**src/rtl/imem_boot_loader.sv**
```systemverilog
// Boot loader: streams length, payload and XOR checksum into the byte-wide
// instruction memory, and releases the core only after a clean load.
//
// Ports:
//   clk, reset    clock and synchronous active-high reset
//   start         re-arm pulse from DONE or ERROR
//   in_valid      stream byte present on in_data
//   in_data       stream byte
//   in_ready      loader accepts a byte this cycle
//   mem_we        memory write strobe
//   mem_addr      memory byte address
//   mem_wdata     memory write byte
//   cpu_run       image valid, core may run
//   busy          set after length byte until checksum byte
//   err_code      0 none, 1 bad length, 2 checksum mismatch
module imem_boot_loader #(
    parameter int DEPTH = 32,
    parameter int AW    = 5
) (
    input  logic          clk,
    input  logic          reset,
    input  logic          start,
    input  logic          in_valid,
    input  logic [7:0]    in_data,
    output logic          in_ready,
    output logic          mem_we,
    output logic [AW-1:0] mem_addr,
    output logic [7:0]    mem_wdata,
    output logic          cpu_run,
    output logic          busy,
    output logic [1:0]    err_code
);

    typedef enum logic [2:0] {
        S_LEN,
        S_LOAD,
        S_CHECK,
        S_DONE,
        S_ERROR
    } state_t;

    state_t        state, state_d;
    logic [AW:0]   len_q, len_d;
    logic [AW:0]   count_q, count_d;
    logic [7:0]    csum_q, csum_d;
    logic          we_d;
    logic [AW-1:0] addr_d;
    logic [7:0]    wdata_d;
    logic          run_d;
    logic          busy_d;
    logic [1:0]    err_d;
    logic          acc;

    assign in_ready = (state == S_LEN)
                    | (state == S_LOAD)
                    | (state == S_CHECK);
    assign acc = in_valid & in_ready;

    always_comb begin
        state_d = state;
        len_d   = len_q;
        count_d = count_q;
        csum_d  = csum_q;
        we_d    = 1'b0;
        addr_d  = mem_addr;
        wdata_d = mem_wdata;
        run_d   = cpu_run;
        busy_d  = busy;
        err_d   = err_code;
        unique case (state)
            S_LEN: begin
                if (acc) begin
                    if (in_data == 8'd0 || in_data > 8'(DEPTH)) begin
                        err_d   = 2'd1;
                        state_d = S_ERROR;
                    end else begin
                        len_d   = (AW+1)'(in_data);
                        count_d = '0;
                        csum_d  = 8'd0;
                        busy_d  = 1'b1;
                        state_d = S_LOAD;
                    end
                end
            end
            S_LOAD: begin
                if (acc) begin
                    we_d    = 1'b1;
                    addr_d  = count_q[AW-1:0];
                    wdata_d = in_data;
                    csum_d  = csum_q ^ in_data;
                    count_d = count_q + (AW+1)'(1);
                    if (count_q == len_q - (AW+1)'(1))
                        state_d = S_CHECK;
                end
            end
            S_CHECK: begin
                if (acc) begin
                    busy_d = 1'b0;
                    if (in_data == csum_q) begin
                        run_d   = 1'b1;
                        state_d = S_DONE;
                    end else begin
                        err_d   = 2'd2;
                        state_d = S_ERROR;
                    end
                end
            end
            S_DONE, S_ERROR: begin
                if (start) begin
                    run_d   = 1'b0;
                    err_d   = 2'd0;
                    count_d = '0;
                    csum_d  = 8'd0;
                    state_d = S_LEN;
                end
            end
            default: state_d = S_LEN;
        endcase
    end

    always_ff @(posedge clk) begin
        if (reset) begin
            state     <= S_LEN;
            len_q     <= '0;
            count_q   <= '0;
            csum_q    <= 8'd0;
            mem_we    <= 1'b0;
            mem_addr  <= '0;
            mem_wdata <= 8'd0;
            cpu_run   <= 1'b0;
            busy      <= 1'b0;
            err_code  <= 2'd0;
        end else begin
            state     <= state_d;
            len_q     <= len_d;
            count_q   <= count_d;
            csum_q    <= csum_d;
            mem_we    <= we_d;
            mem_addr  <= addr_d;
            mem_wdata <= wdata_d;
            cpu_run   <= run_d;
            busy      <= busy_d;
            err_code  <= err_d;
        end
    end

endmodule

```
**config.mk**
```make
export PLATFORM = sky130hd
export DESIGN_NAME = imem_boot_loader
export DESIGN_NICKNAME = d
export VERILOG_FILES = /design/src/rtl/imem_boot_loader.sv
export SDC_FILE = /design/constraint.sdc
export NUM_CORES = 1
export LEC_CHECK = 0
export ABC_CLOCK_PERIOD_IN_PS = 3350
export CORE_ASPECT_RATIO = 0.7
export CORE_MARGIN = 2
export CORE_UTILIZATION = 35
export DETAILED_ROUTE_END_ITERATION = 8
export PLACE_DENSITY = 0.57
export SLEW_MARGIN = 20
export SYNTH_ARGS = -nofsm -noshare
export SYNTH_HDL_FRONTEND = slang
export SYNTH_SLANG_ARGS = --single-unit
```
**constraint.sdc**
```tcl
create_clock -name clk -period 3.35 [get_ports clk]
set_clock_uncertainty 0.1 [all_clocks]
set_input_delay 0.335 -clock clk [delete_from_list [all_inputs] [get_ports clk]]
set_output_delay 0.335 -clock clk [all_outputs]
set_load 0.02 [all_outputs]
```
# After elaboration in Yosys (flattened, before gate mapping)
# Index checks and enable logic that the tools add are counted.
word_totals:
  register_bits: 41
  output_inout_bits: 19
classes:
  n_addsub: 2
  n_lt_le_gt_ge: 1
  n_eq_ne: 15
  n_mux: 33
  n_bitwise: 6
  reduce_logical: 16
ops:
  columns: ["op", "n"]
  rows:
  - ["$mux 8", 4]
  - ["$mux 6", 4]
  - ["$pmux 8 s3", 1]
  - ["$mux 3", 7]
  - ["$pmux 6 s3", 1]
  - ["$ne 2x2->1 const B", 6]
  - ["$pmux 3 s4", 1]
  - ["$mux 2", 5]
  - ["$reduce_and 5->1", 2]
  - ["$eq 8x8->1", 1]
  - ["$gt 8x6->1 const B", 1]
  - ["$logic_not 8->1", 1]
  - ["$reduce_and 4->1", 2]
  - ["$xor 8x8->8", 1]
  - ["$mux 1", 7]
  - ["$add 6x1->6 const B", 1]
  - ["$eq 3x2->1 const B", 2]
  - ["$eq 6x6->1", 1]
  - ["$ne 2x1->1 const B", 3]
  - ["$pmux 2 s3", 1]
  - ["$reduce_and 6->1", 1]
  - ["$reduce_bool 3->1", 2]
  - ["$sub 6x1->6 const B", 1]
  - ["$pmux 1 s2", 2]
  - ["other kinds (11)", 15]

# Longest topological paths before layout
# Gate-level depths: netlist of the first run.
depth:
  word_depth: 6
  depth_mapped: 7
  mapped_depth_nobuf: 7

# Least setup slack after synthesis of the first run
# OpenSTA, ideal clock, no wires.
synth_path:
  kind: "input -> register"
  start: "input port in_data[1]"
  end: "register err_code[0]"
  arrival_ns: 1.878
  required_time_ns: 3.179
  path_slack_ns: 1.301
  cell_stages: 5
  path_buffers: 0
  cell_sequence: "or4_4 > o21a_4 > o21a_1 > or4_1 > a21oi_1"
synth_via:
  elab_chain_len: 4
  word_cells_on_any_way: 7
  classes_between: "order compare: 1; eq/ne: 3; reduce/logical: 3"
synth_lines:
  columns: ["element", "line", "source"]
  rows:
  - ["start, declared", "24", "input logic [7:0] in_data,"]
  - ["$gt 8x6->1 / $logic_not 8->1 (equally long branches)", "73", "if (in_data == 8'd0 || in_data > 8'(DEPTH)) begin"]
  - ["$logic_or 1x1->1", "73", null]
  - ["$ne 2x1->1 (no line)", null, null]
  - ["$reduce_and 6->1 (no line) (*)", null, null]
  - ["end signal, assigned", "143", "err_code <= err_d;"]
  - ["end, declared", "31", "output logic [1:0] err_code"]
# Every way passes the cells marked *; elsewhere a longest branch is shown, timed or not.
# A chain may end at the register's enable or synchronous reset.

# Worst setup path after layout of the first run
# Ends and elaborated chain as after synthesis.

==> results of run 1 <==
layout make-up:
type                    count  area [sq um]  share of cell area [%]
repair buffers             37           353                    13.6
well taps                  75          93.8                    3.61
multi-input cells         191          1200                    46.1
flip-flops and latches     41           821                    31.6
inverters                   5          18.8                   0.722
clock buffers               5          68.8                    2.65
clock inverters             3          46.3                    1.78
registers in the layout (all words and copies together) (netlist names):
register	flops
busy	1
state	3
mem_wdata	8
mem_we	1
mem_addr	5
csum_q	8
cpu_run	1
count_q	6
err_code	2
len_q	6
report_power, final:
part           internal [mW]  switching (mW)
clock                  0.223           0.182
sequential             0.513          0.0315
combinational          0.122           0.149
worst min-delay path, delay by kind of cell (launching register included):
family          cells  cell delay [ns]
flops               1             0.32
simple gates        1             0.05
compound gates      1             0.05
metal layers:
metal	global-route usage, %	vias up
li1	-	963
met1	23.9	882
met2	23.1	39
met3	4.23	2
met4	3.17	0
met5	0	-
cell families (layout without fill, tap and decap cells):
family,count (synthesis),after routing
buffers and inverters,21,50
adders and majority gates,2,2
AOI/OAI and AO/OA,66,66
and+or+nand+nor,102,102
muxes,6,6
xor gates and xnor gates,15,15
DFF,41,41
cell usage after synthesis (all sizes together), types with 2 or more instances:
library cell / count
dfxtp: 41
nand2: 32
a21oi: 23
nor2: 16
nor3: 15
clkbuf: 14
a22o: 9
nor2b: 9
xor2: 9
a21o: 7
mux2i: 6
xnor2: 6
inv: 5
a211oi: 4
a31oi: 4
nand2b: 4
nand3: 4
or3: 4
and3: 3
o31ai: 3
or4: 3
a311oi: 2
and2: 2
buf: 2
ha: 2
nor3b: 2
nor4: 2
o211ai: 2
o21a: 2
o21ai: 2
final timing paths:
kind,from,to,cells past startpoint
hold reg to reg,mem_addr[3],mem_addr[3],2
setup reg to reg,len_q[0],state[0],7
hold / removal,mem_addr[3],mem_addr[3],2
setup / recovery,in_data[1],err_code[0],6
through the flow:
stage | hold WS [ns] | power [mW] | cells | utilization (%)
6_report | 0.358 | 1.22 | 357 | 45.2
2_1_floorplan | 0.334 | 0.726 | 253 | -
3_5_place_dp | 0.348 | 0.826 | 349 | 43.2
3_3_place_gp | 0.344 | 0.824 | 349 | 43.2
4_1_cts | 0.361 | 1.23 | 357 | 45.2
5_1_grt | 0.382 | 1.29 | 357 | 45.2
==> reports/qor.yml, run 1 <==
drt:
  top_layer: "met4"
  routed-wl-met3_um: 223
  drt-met1-wl_mm: 2.89
  drc: 0
  drt_iter0_drc: 147
  viasPerCell: 5.28
  wl_met2_mm: 2.08
  num_vias: 1886
  drt-pass1-iter-count: 4
  ant_nets: 0
  wl_per_cell_um: 14.6
  drt-total-wl_mm: 5.21
die:
  pin_count: 31
  die_area_sq_um: 6650
  core_sq_um: 5760
  std_cell_rows: 23
  die_y_um: 68.8
  initial_core_util_pct: 36.5
  die_w_um: 96.6
timing:
  rsz0062_at_grt: "no"
  finalSetupTns_ns: 0
  period_minus_slack_ns: 2.43
  slew_headroom_pct: 45.8
  slew_viol_final: 0
  period_share_pct: 72.6
  final-hold-violation-count: 0
  finalWorstSetupSlack_ns: 0.917
  setup_violations: 0
  tightest_slew_ns: 0.805
  fmax_mhz: 411
clock_tree:
  cts.sinks: 41
  clk_pin_slew_ns: 0.09
  cts-root-buf: "clkbuf_8"
  htreeDepth: 2
  ctsResizeCount: 0
  cts.path.max_buffers: 2
  numCtsBuffers: 5
  cts_tree: "done"
  clock_latency_ns: 0.29
  cts_setup_buffers: 0
  cts_hold_buf: 0
yosys:
  avgSynthCellArea_sq_um: 8.30
  synth.area.mux_share_pct: 2.86
  synth_compound_area_share_pct: 22.1
  synth-adder-area-share_pct: 1.19
  synth-simple-area-share_pct: 24.7
  yosys-top-cells-area: "dfxtp_1 (39%), nand2_1 (5.7%), a21oi_1 (5.5%)"
  synthFlopType: "dfxtp_1"
  synthArstFlopShare_pct: 0
  synth_top_cell_area_share_pct: 39.1
  synth.largest_area_cell: "dfxtp_1"
  synth-seq-cells: 41
  synth.distinct_cells: 49
  synth-edff-count: 0
  synth_nets: 267
  synth.cell_area_sq_um: 2100
  syn_inst: 253
  yosysWarnings: 0
  synth_top_family_by_area: "simple AND/OR/NAND/NOR gates"
  synth-xor-area-share_pct: 6.25
  synth-seq-area-share_pct: 39.1
global_routing:
  antenna_found_initial: 0
  grt_max_degree: 31
  overflow: 0
  grt.total_usage_pct: 16.0
  grt_pass1_vias: 1691
  grt_pass1_wl_mm: 8.49
final_layout:
  antenna_cells: 0
  area_growth_pct: 23.8
  layout_commonest_cell: "dfxtp_1"
  fillers: 584
  layout.nets: 295
  fin_area_sq_um: 2600
  most-common-layout-cells: "dfxtp_1 (41), nand2_1 (32), clkdlybuf4s50_1 (30)"
  drive_gt1_share_pct: 7.45
placement:
  io_buffer_count: 30
  placed_cell_area_sq_um: 2490
  hpwl_mm: 3.66
  place_worst_setup_slack_ns: 0.607
  place_congestion: 0.867
status:
  outcome: "completed"
worst_setup_path:
  crit_family: "simple AND/OR/NAND/NOR gates"
  crit_buf_inv: 1
  rrSetupSlack_ns: 1.07
  cp.arrival_ns: 2.55
  crit_required_ns: 3.47
  start_kind: "input pin"
  cpMaxStageDelayCell: "or4_4"
  worstSetupPathType: "in -> reg"
  cp-end-kind: "register"
  slowest_delay_ns: 0.60
  path_cells: "clkdlybuf4s50_1 > or4_4 > o21a_4 > o21a_1 > or4_1 > a21oi_1"
  cp_max_fo: 6
run:
  maxCapViolCount: 0
power_and_ir_drop:
  ir_worst_vdd_uv: 234
  power_density_nw_per_um2: 469
  cellLeakagePower_nw: 0.991
min_path:
  hold_class: "reg -> reg"
No activity file was read; power rests on OpenSTA's default activity.
==> run 2, diff against run 1 <==
--- a/config.mk
+++ b/config.mk
@@ -5,7 +5,7 @@
 export SDC_FILE = /design/constraint.sdc
 export NUM_CORES = 1
 export LEC_CHECK = 0
-export ABC_CLOCK_PERIOD_IN_PS = 3350
+export ABC_CLOCK_PERIOD_IN_PS = 2410
 export CORE_ASPECT_RATIO = 0.7
 export CORE_MARGIN = 2
 export CORE_UTILIZATION = 35
==> constraint.sdc (replaced) <==
create_clock -name clk -period 2.41 [get_ports clk]
set_clock_uncertainty 0.1 [all_clocks]
set_input_delay 0.241 -clock clk [delete_from_list [all_inputs] [get_ports clk]]
set_output_delay 0.241 -clock clk [all_outputs]
set_load 0.02 [all_outputs]
==> run 2 against run 1 <==
Against the previous run: core utilization increased by 1.7 points; flip-flop and latch count unchanged; worst hold slack got worse by 0.0033 ns; critical endpoint is now state[0].
==> reports/qor.yml, run 2 (same netlist as run 1, synthesis figures left out) <==
drt:
  viasPerCell: 5.14  # -2.8%
  drt-total-wl_mm: 5.51  # +5.9%
  num_vias: 1921  # +1.9%
  drt_iter0_drc: 162  # +10%
  wl_per_cell_um: 14.7  # +1.1%
  ant_nets: 0  # unchanged
  drt-pass1-iter-count: 4  # unchanged
  drc: 0  # unchanged
placement:
  io_buffer_count: 30  # unchanged
  hpwl_mm: 4.02  # +9.6%
  place_worst_setup_slack_ns: -0.127  # -0.733 ns
  place_congestion: 0.790  # -8.8%
worst_setup_path:
  cp.arrival_ns: 2.36  # -0.19 ns
  cp_max_fo: 5  # -1
  crit_required_ns: 2.49  # -0.98 ns
  path_cells: "inv_1 > ha_1 > xnor2_1 > a211o_1 > a211oi_1 > a31oi_1 > o311a_1"
  cpMaxStageDelayCell: "dfxtp_1"
  slowest_delay_ns: 0.43  # -0.17 ns
  start_kind: "register"
  reg2reg_depth: 7  # unchanged
  cp-end-kind: "register"
  worstSetupPathType: "reg -> reg"
global_routing:
  overflow: 0  # unchanged
  antenna_found_initial: 0  # unchanged
  grt_pass1_vias: 1827  # +8.0%
  grt.total_usage_pct: 17.5  # +1.5 points
  grt_max_degree: 19  # -39%
  grt_pass1_wl_mm: 9.25  # +8.9%
final_layout:
  layout_commonest_cell: "dfxtp_1"
  most-common-layout-cells: "dfxtp_1 (41), nand2_1 (32), clkdlybuf4s50_1 (30)"
  drive_gt1_share_pct: 12.4  # +4.9 points
  fillers: 585  # +0.17%
  layout.nets: 312  # +5.8%
  fin_util_pct: 46.8  # +1.7 points
  antenna_cells: 0  # unchanged
  biggestRegsByFlops: "csum_q x8, mem_wdata x8"
  area_growth_pct: 28.4
run:
  maxCapViolCount: 0  # unchanged
timing:
  period_share_pct: 94.4
  period_minus_slack_ns: 2.27
  finalWorstSetupSlack_ns: 0.135  # -0.782 ns
  tightest_slew_ns: 0.526  # -0.279 ns
  setup_violations: 0  # unchanged
  fmax_mhz: 440
  slew_viol_final: 0  # unchanged
  slew_headroom_pct: 64.8  # +19 points
  holdWs_ns: 0.355  # -0.00328 ns
  final-hold-violation-count: 0  # unchanged
  rsz0062_at_grt: "no"
  finalSetupTns_ns: 0  # unchanged
clock_tree:
  cts-root-buf: "clkbuf_8"
  numCtsBuffers: 5  # unchanged
  cts_setup_buffers: 0  # unchanged
  clock_latency_ns: 0.30  # about the same
  cts.sinks: 41  # unchanged
  cts_tree: "done"
  clk_pin_slew_ns: 0.08  # about the same
  cts.path.max_buffers: 2  # unchanged
  ctsResizeCount: 0  # unchanged
  cts_hold_buf: 0  # unchanged
  htreeDepth: 2  # unchanged
die:
  die_area_sq_um: 6650  # unchanged
  std_cell_rows: 23  # unchanged
  core_sq_um: 5760  # unchanged
  die_y_um: 68.8  # unchanged
  initial_core_util_pct: 36.5  # unchanged
  die_w_um: 96.6  # unchanged
  pin_count: 31  # unchanged
power_and_ir_drop:
  cellLeakagePower_nw: 1.07  # +7.7%
  power_density_nw_per_um2: 599  # +28%
  ir_worst_vdd_uv: 208  # -11%
min_path:
  holdPathStages: 2  # unchanged
  hold_class: "reg -> reg"
status:
  outcome: "completed"
==> run 2: power breakdown <==
| group | switching (mW) | internal, mW | total (mW) |
|---|---|---|---|
| sequential | 0.0356 | 0.714 | 0.749 |
| clock | 0.240 | 0.201 | 0.441 |
| combinational | 0.224 | 0.200 | 0.424 |
==> run 2: layout make-up <==
type | count | area [sq um] | area share, %
inverter | 5 | 18.8 | 0.696
sequential | 41 | 821 | 30.4
tap | 75 | 93.8 | 3.48
multi-input combinational | 191 | 1200 | 44.5
clock inverter | 2 | 10.0 | 0.371
clock buffer | 6 | 72.6 | 2.69
timing repair buffer | 54 | 480 | 17.8
==> run 2: worst paths after layout <==
kind                                   from     endpoint  slack, ns
worst min-delay path            mem_addr[4]  mem_addr[4]       0.36
worst max register to register     len_q[0]     state[0]       0.14
worst max-delay path               len_q[0]     state[0]       0.14
worst min register to register  mem_addr[4]  mem_addr[4]       0.36
==> run 2: worst max-delay path: cells and delay by family (launching register included) <==
family                     cells  cell delay [ns]
adders and majority gates      1             0.25
AOI/OAI and AO/OA              4             1.18
xor gates and xnor gates       1             0.14
DFF                            1             0.43
buffers and inverters          1             0.07
==> run 2: metrics by stage <==
step | instances | area (sq um) | total power, mW
floorplan | 253 | 2100 | 1.01
global placement | 366 | 2610 | 1.18
detailed placement | 366 | 2610 | 1.18
CTS | 374 | 2700 | 1.63
global route | 374 | 2700 | 1.71
finish | 374 | 2700 | 1.61
==> run 2: routing by layer <==
metal	vias up	share of wire, %	global-route usage [%]
li1	995	-	-
met4	0	0.34	3.17
met1	876	55	26.7
met3	2	4.6	3.83
met5	-	0	0
met2	48	40	25.4
